File: config.mk
export PLATFORM = sky130hd
export DESIGN_NAME = multicycle_control
export DESIGN_NICKNAME = d
export VERILOG_FILES = /design/src/rtl/multicycle_control.sv
export SDC_FILE = /design/constraint.sdc
export NUM_CORES = 1
export LEC_CHECK = 0
export CORE_UTILIZATION = 35
export DETAILED_ROUTE_END_ITERATION = 10
export RECOVER_POWER = 100
export SYNTH_ARGS = -nofsm -noshare
export SYNTH_HDL_FRONTEND = slang
export SYNTH_SLANG_ARGS = --single-unit
File: constraint.sdc
create_clock -name clk -period 4.2 [get_ports clk]
set_input_delay 0.84 -clock clk [delete_from_list [all_inputs] [get_ports clk]]
set_output_delay 0.84 -clock clk [all_outputs]
set_load 0.03 [all_outputs]
File: src/rtl/multicycle_control.sv
// Multicycle sequencer for the 16-bit core: FETCH/DECODE/EXEC/MEM/WB/HALT with a ready handshake on data memory.
// Optional macro ILLEGAL_OP_TRAP_EN: illegal opcodes trap to HALT instead of retiring as a NOP.
module multicycle_control #(
  parameter int unsigned MEM_TIMEOUT = 255
) (
  input  logic        clk,
  input  logic        rst,
  input  logic [15:0] instr_in,
  input  logic        zero,
  input  logic        mem_ready,
  output logic [15:0] ir,
  output logic        pc_write,
  output logic [1:0]  pc_src,
  output logic        reg_dst,
  output logic        alu_src,
  output logic        mem_to_reg,
  output logic        reg_write,
  output logic        mem_read,
  output logic        mem_write,
  output logic [1:0]  alu_op,
  output logic [2:0]  state,
  output logic        halted,
  output logic        trap,
  output logic [15:0] retired
);

  typedef enum logic [2:0] {
    S_FETCH  = 3'd0,
    S_DECODE = 3'd1,
    S_EXEC   = 3'd2,
    S_MEM    = 3'd3,
    S_WB     = 3'd4,
    S_HALT   = 3'd5
  } state_t;

  localparam logic [2:0] OP_R    = 3'd0;
  localparam logic [2:0] OP_LW   = 3'd1;
  localparam logic [2:0] OP_SW   = 3'd2;
  localparam logic [2:0] OP_BEQ  = 3'd3;
  localparam logic [2:0] OP_J    = 3'd4;
  localparam logic [2:0] OP_HALT = 3'd7;

  localparam logic [7:0] TO_LAST = 8'(MEM_TIMEOUT - 1);

  // Handshake: mem_read/mem_write stay high every MEM cycle until mem_ready is
  // seen high in that same cycle; mem_ready outside MEM has no effect.

  state_t      cur;
  logic [15:0] ir_q;
  logic [15:0] retired_q;
  logic        trap_q;
  logic [7:0]  wait_cnt;
  logic [2:0]  opcode;
  logic        timeout_hit;

  logic        pc_write_raw;
  logic [1:0]  pc_src_raw;
  logic        reg_dst_raw;
  logic        alu_src_raw;
  logic        mem_to_reg_raw;
  logic        reg_write_raw;
  logic        mem_read_raw;
  logic        mem_write_raw;
  logic [1:0]  alu_op_raw;

  assign opcode      = ir_q[15:13];
  assign timeout_hit = (MEM_TIMEOUT != 0) && (cur == S_MEM) && !mem_ready && (wait_cnt == TO_LAST);

  always_ff @(posedge clk) begin
    if (rst) begin
      cur       <= S_FETCH;
      ir_q      <= '0;
      retired_q <= '0;
      trap_q    <= 1'b0;
      wait_cnt  <= '0;
    end else begin
      // pc_write fires exactly once per instruction, so it doubles as the retire event.
      if (pc_write_raw) retired_q <= retired_q + 16'd1;
      wait_cnt <= '0;
      case (cur)
        S_FETCH: begin
          ir_q <= instr_in;
          cur  <= S_DECODE;
        end
        S_DECODE: begin
          case (opcode)
            OP_R, OP_LW, OP_SW, OP_BEQ: cur <= S_EXEC;
            OP_J:                       cur <= S_FETCH;
            OP_HALT:                    cur <= S_HALT;
            default: begin
`ifdef ILLEGAL_OP_TRAP_EN
              trap_q <= 1'b1;
              cur    <= S_HALT;
`else
              cur    <= S_FETCH;
`endif
            end
          endcase
        end
        S_EXEC: begin
          if (opcode == OP_BEQ)   cur <= S_FETCH;
          else if (opcode == OP_R) cur <= S_WB;
          else                     cur <= S_MEM;
        end
        S_MEM: begin
          if (mem_ready) begin
            cur <= (opcode == OP_LW) ? S_WB : S_FETCH;
          end else if (timeout_hit) begin
            trap_q <= 1'b1;
            cur    <= S_HALT;
          end else begin
            wait_cnt <= wait_cnt + 8'd1;
          end
        end
        S_WB:    cur <= S_FETCH;
        S_HALT:  cur <= S_HALT;
        default: cur <= S_FETCH;
      endcase
    end
  end

  always_comb begin
    pc_write_raw   = 1'b0;
    pc_src_raw     = 2'b00;
    reg_dst_raw    = 1'b0;
    alu_src_raw    = 1'b0;
    mem_to_reg_raw = 1'b0;
    reg_write_raw  = 1'b0;
    mem_read_raw   = 1'b0;
    mem_write_raw  = 1'b0;
    alu_op_raw     = 2'b00;
    case (cur)
      S_DECODE: begin
        if (opcode == OP_J) begin
          pc_write_raw = 1'b1;
          pc_src_raw   = 2'b10;
        end
`ifndef ILLEGAL_OP_TRAP_EN
        else if (opcode == 3'd5 || opcode == 3'd6) begin
          pc_write_raw = 1'b1;
        end
`endif
      end
      S_EXEC: begin
        case (opcode)
          OP_R:         alu_op_raw  = 2'b10;
          OP_LW, OP_SW: alu_src_raw = 1'b1;
          OP_BEQ: begin
            alu_op_raw   = 2'b01;
            pc_write_raw = 1'b1;
            pc_src_raw   = {1'b0, zero};
          end
          default: ;
        endcase
      end
      S_MEM: begin
        mem_read_raw  = (opcode == OP_LW);
        mem_write_raw = (opcode == OP_SW);
        pc_write_raw  = mem_ready && (opcode == OP_SW);
      end
      S_WB: begin
        reg_write_raw  = 1'b1;
        reg_dst_raw    = (opcode == OP_R);
        mem_to_reg_raw = (opcode == OP_LW);
        pc_write_raw   = 1'b1;
      end
      default: ;
    endcase
  end

  // Reset masks every control line in the same cycle, so an in-flight write is dropped.
  assign pc_write   = pc_write_raw & ~rst;
  assign pc_src     = rst ? 2'b00 : pc_src_raw;
  assign reg_dst    = reg_dst_raw & ~rst;
  assign alu_src    = alu_src_raw & ~rst;
  assign mem_to_reg = mem_to_reg_raw & ~rst;
  assign reg_write  = reg_write_raw & ~rst;
  assign mem_read   = mem_read_raw & ~rst;
  assign mem_write  = mem_write_raw & ~rst;
  assign alu_op     = rst ? 2'b00 : alu_op_raw;

  assign ir      = ir_q;
  assign state   = cur;
  assign halted  = (cur == S_HALT);
  assign trap    = trap_q;
  assign retired = retired_q;

endmodule
== After elaboration in Yosys (flattened, before gate mapping) ==
Cells that the tools add are included.
Widths: inputs -> output; s select.

* Bits in registers: 44
* Input bits: 20
* Output and inout bits: 48
* Logic and storage cells: 67

* $add $sub $neg: 2
* Equality and inequality tests: 14
* Multiplexer cells: 25
* Bitwise gates (word level): 10
* Reduce and logical (&&, ||, !) cells: 11

{| class="wikitable"
|+ Operator list
! operator !! number
|-
| $eq 3x3->1 const B || 6
|-
| $add 16x1->16 const B || 1
|-
| $mux 3 || 5
|-
| $pmux 3 s5 || 1
|-
| $eq 3x2->1 const B || 4
|-
| $mux 1 || 11
|-
| $add 8x1->8 const B || 1
|-
| $eq 8x8->1 const B || 1
|-
| $mux 2 || 4
|-
| $pmux 2 s2 || 2
|-
| $reduce_or 4->1 || 2
|-
| $and 1x1->1 || 7
|-
| $eq 3x1->1 const B || 2
|-
| $logic_not 3->1 || 2
|-
| $pmux 3 s2 || 1
|-
| $pmux 1 s4 || 1
|-
| $logic_and 1x1->1 || 3
|-
| $ne 3x3->1 const B || 1
|-
| $not 1->1 || 3
|-
| $reduce_and 3->1 || 1
|-
| $reduce_or 2->1 || 1
|-
| $logic_not 1->1 || 1
|-
| $logic_or 1x1->1 || 1
|}

== Longest topological paths before layout ==
* Depth in word-level cells: 6
* Depth in mapped cells: 7

== Worst setup path before layout ==
No wires, ideal clock.

* Kind: input to output
* Start: input port rst
* End: output port pc_src[0]
* Arrival: 2.195 ns
* Setup slack: 1.165 ns
* Cell stages on the path: 3
* Path through: or4_1 -> nor2_1 -> and2_1

* Cells in the longest elaborated chain, start to end: 1

{| class="wikitable"
|+ RTL lines
! what !! line !! text
|-
| from (decl) || 7 || <nowiki>input logic rst,</nowiki>
|-
| $mux 2 || 173 || <nowiki>assign pc_src = rst ? 2'b00 : pc_src_raw;</nowiki>
|-
| to (decl) || 13 || <nowiki>output logic [1:0] pc_src,</nowiki>
|}

Every way passes these cells.

== Worst setup path in the final report ==
* Start: input port mem_ready
* End: output port pc_write

* Cells in the longest elaborated chain, start to end: 3

{| class="wikitable"
|+ RTL lines
! what !! line !! text
|-
| from (decl) || 10 || <nowiki>input logic mem_ready,</nowiki>
|-
| $logic_and 1x1->1 || 159 || <nowiki>pc_write_raw = mem_ready && (opcode == OP_SW);</nowiki>
|-
| $pmux 1 s4 || 132 || <nowiki>case (cur)</nowiki>
|-
| $and 1x1->1 || 172 || <nowiki>assign pc_write = pc_write_raw & ~rst;</nowiki>
|-
| to (decl) || 12 || <nowiki>output logic pc_write,</nowiki>
|}

Every way passes these cells.

==> metrics.cfg <==
[drt]
post_drt_wl_per_cell_um = 13.0
via_per_inst = 5.02
final_antenna_net_count = 0
totalWireLength_mm = 5.32
via_count = 2062
first_pass_iters = 7
drt_iter0_drc = 130
drcViolationCount = 6

[cts]
cts_buffers = 5
cts_tree = done
clkLatencyLatePin_ns = 0.30
post_cts_buffers = 0
holdBufCountCts = 0
path_clk_slew_ns = 0.09
cts_resized = 0
htree_levels = 2
cts_root_buf = clkbuf_8
numClockSinks = 44
clk_path_buf_depth = 2

[sta]
finalCritPeriodShare_pct = 85.6
slew_violations = 17
fin_crit_ns = 3.60
worst_pin_slew_ns = 1.65
fmax_mhz = 278
rsz0062_at_grt = no
setup_slack_ns = 0.605
fin_worst_skew_ns = 0.00964
slew_headroom_pct = -11.1
timing.setup.tns_ns = 0
setup_violations = 0
finalHoldViolations = 0

[critical_path]
end_kind = output port
r2r_slack_ns = 1.93
path_class = primary input to output port
crit_required_ns = 3.36
reg2reg_to = retired[13]$_SDFFE_PP0P_
worstReg2RegStart = state[2]$_SDFFE_PP0P_
r2r_cells = 4
start_kind = primary input
path_max_fanout = 16
cp_data_arrival_time_ns = 2.76

[synthesis]
async_reset_ff_share_pct = 0
synthTopCellsByArea = dfxtp_1 38%, nand2_1 6.6%, nor2_1 5.1%
synth.yosys.seq_area_share_pct = 37.6
synth_ff_type = dfxtp_1
synth_top_area_cell = dfxtp_1
synth_edf_count = 0
syn_area_per_cell_um2 = 8.46
yosys_register_bits = 44
syn_nets = 300
synth_top_area_share_pct = 37.6
synth_area_mm2 = 0.00234
syn_inst = 277
ys_types = 49
synth_warnings = 0

[finish]
diodes = 0
syn2layout_area_growth_pct = 31.4
layout_commonest_cell = dlygate4sd3_1
final_cell_mix = 48 x dlygate4sd3_1, 44 x dfxtp_1, 41 x nand2_1
drive_gt1_share_pct = 8.08
nets = 356

[power]
cellPowerDensity_mw_per_mm2 = 420
leakagePower_nw = 1.25
ir_drop_mv = 0.244

[run]
cap_violations = 1

[die]
die_area_mm2 = 0.00702
die_w_um = 83.8
initial_core_util_pct = 36.5
row_count = 29
io_pins = 68
die_h_um = 83.8
core-area_mm2 = 0.00642

[place]
dpl_worst_slack_ns = 0.655
dpl.hpwl_mm = 3.73
numPortBuffers = 67
gp_congestion = 0.790

[global_route]
grt_start_max_net_pins = 33
grt_pass1_vias = 1882
antenna_found_initial = 0
overflow = 0
grt_usage_pct = 15.6
grt_pass1_wl_mm = 9.02

[outcome]
status = finished with violations
violations = design-rule violations, max-capacitance violations, max-slew violations

[worst_hold_path]
hold_path_end = ir[5]$_SDFFE_PP0N_
min_path_type = register to register
worstHoldStart = ir[5]$_SDFFE_PP0N_
holdPathStages = 2

## state kept, by name, summed over array words and instances, names as in the netlist
register / cells
ir: 16
retired: 16
state: 3
trap: 1
wait_cnt: 8
## cell families (layout without fill, tap and decap cells)
kind of cell / after synthesis / count (layout) / share of synthesized area, %
AND/OR/NAND/NOR: 138 / 138 / 30.1
adder cells (fa/ha/maj): 3 / 3 / 1.60
buffers and inverters: 21 / 78 / 4.97
multiplexers: 14 / 14 / 7.85
XOR/XNOR: 7 / 7 / 2.62
AO/OA/AOI/OAI: 50 / 50 / 15.2
flip-flops: 44 / 44 / 37.6
## worst max-delay path: stages
cell and delay (ns):
dlygate4sd3_1 0.63, a41oi_4 0.27, a21oi_1 0.25, dlygate4sd3_1 0.76
## metrics by stage
step                      std cells  util, %  cell area, um^2  hold slack, ns  total power [mW]
after global placement          403     46.8             3000           0.443              1.00
after floorplan                 277        -             2340           0.430             0.852
after global routing            411     47.9             3080           0.484              1.38
final                           411     47.9             3080           0.454              1.29
after detailed placement        403     46.8             3000           0.449              1.00
after CTS                       411     48.5             3120           0.461              1.34
## cell type report
cell class	instances	area, um^2
fillers	655	3340
multi-input cells	212	1310
clock inverters	3	46.3
well taps	77	96.3
flip-flops and latches	44	881
repair buffers	68	673
clock buffers	5	68.8
inverters	2	7.51
## where the power goes
| part | internal [mW] | switching [mW] |
|---|---|---|
| Clock | 0.179 | 0.152 |
| Combinational | 0.164 | 0.263 |
| Sequential | 0.464 | 0.0716 |
| Total | 0.807 | 0.487 |
## cell usage after synthesis (all sizes together) (6+ instances only)
master  number
buf          9
nand4        7
nand3       13
mux2        14
clkbuf      10
nor2        32
nand2       41
a21oi       28
nor2b       20
dfxtp       44
a211oi       6
## routing by layer
layer | wire (um) | track usage (%)
met1 | 2620 | 21.4
met2 | 2450 | 24.7
met3 | 201 | 3.46
met4 | 57 | 4.39
met5 | 0 | 0
## worst max path at each step
stage / start / endpoint / slack (ns) / depth (start not counted)
6_report: mem_ready / pc_write / 0.60 / 4
4_1_cts: mem_ready / pc_write / 0.64 / 4
2_1_floorplan: rst / pc_src[0] / 1.17 / 3
3_3_place_gp: mem_ready / pc_write / 0.65 / 4
3_5_place_dp: mem_ready / pc_write / 0.65 / 4
5_1_grt: state[2]$_SDFFE_PP0P_ / pc_write / 0.43 / 4
(Power assumes the default switching activity.)
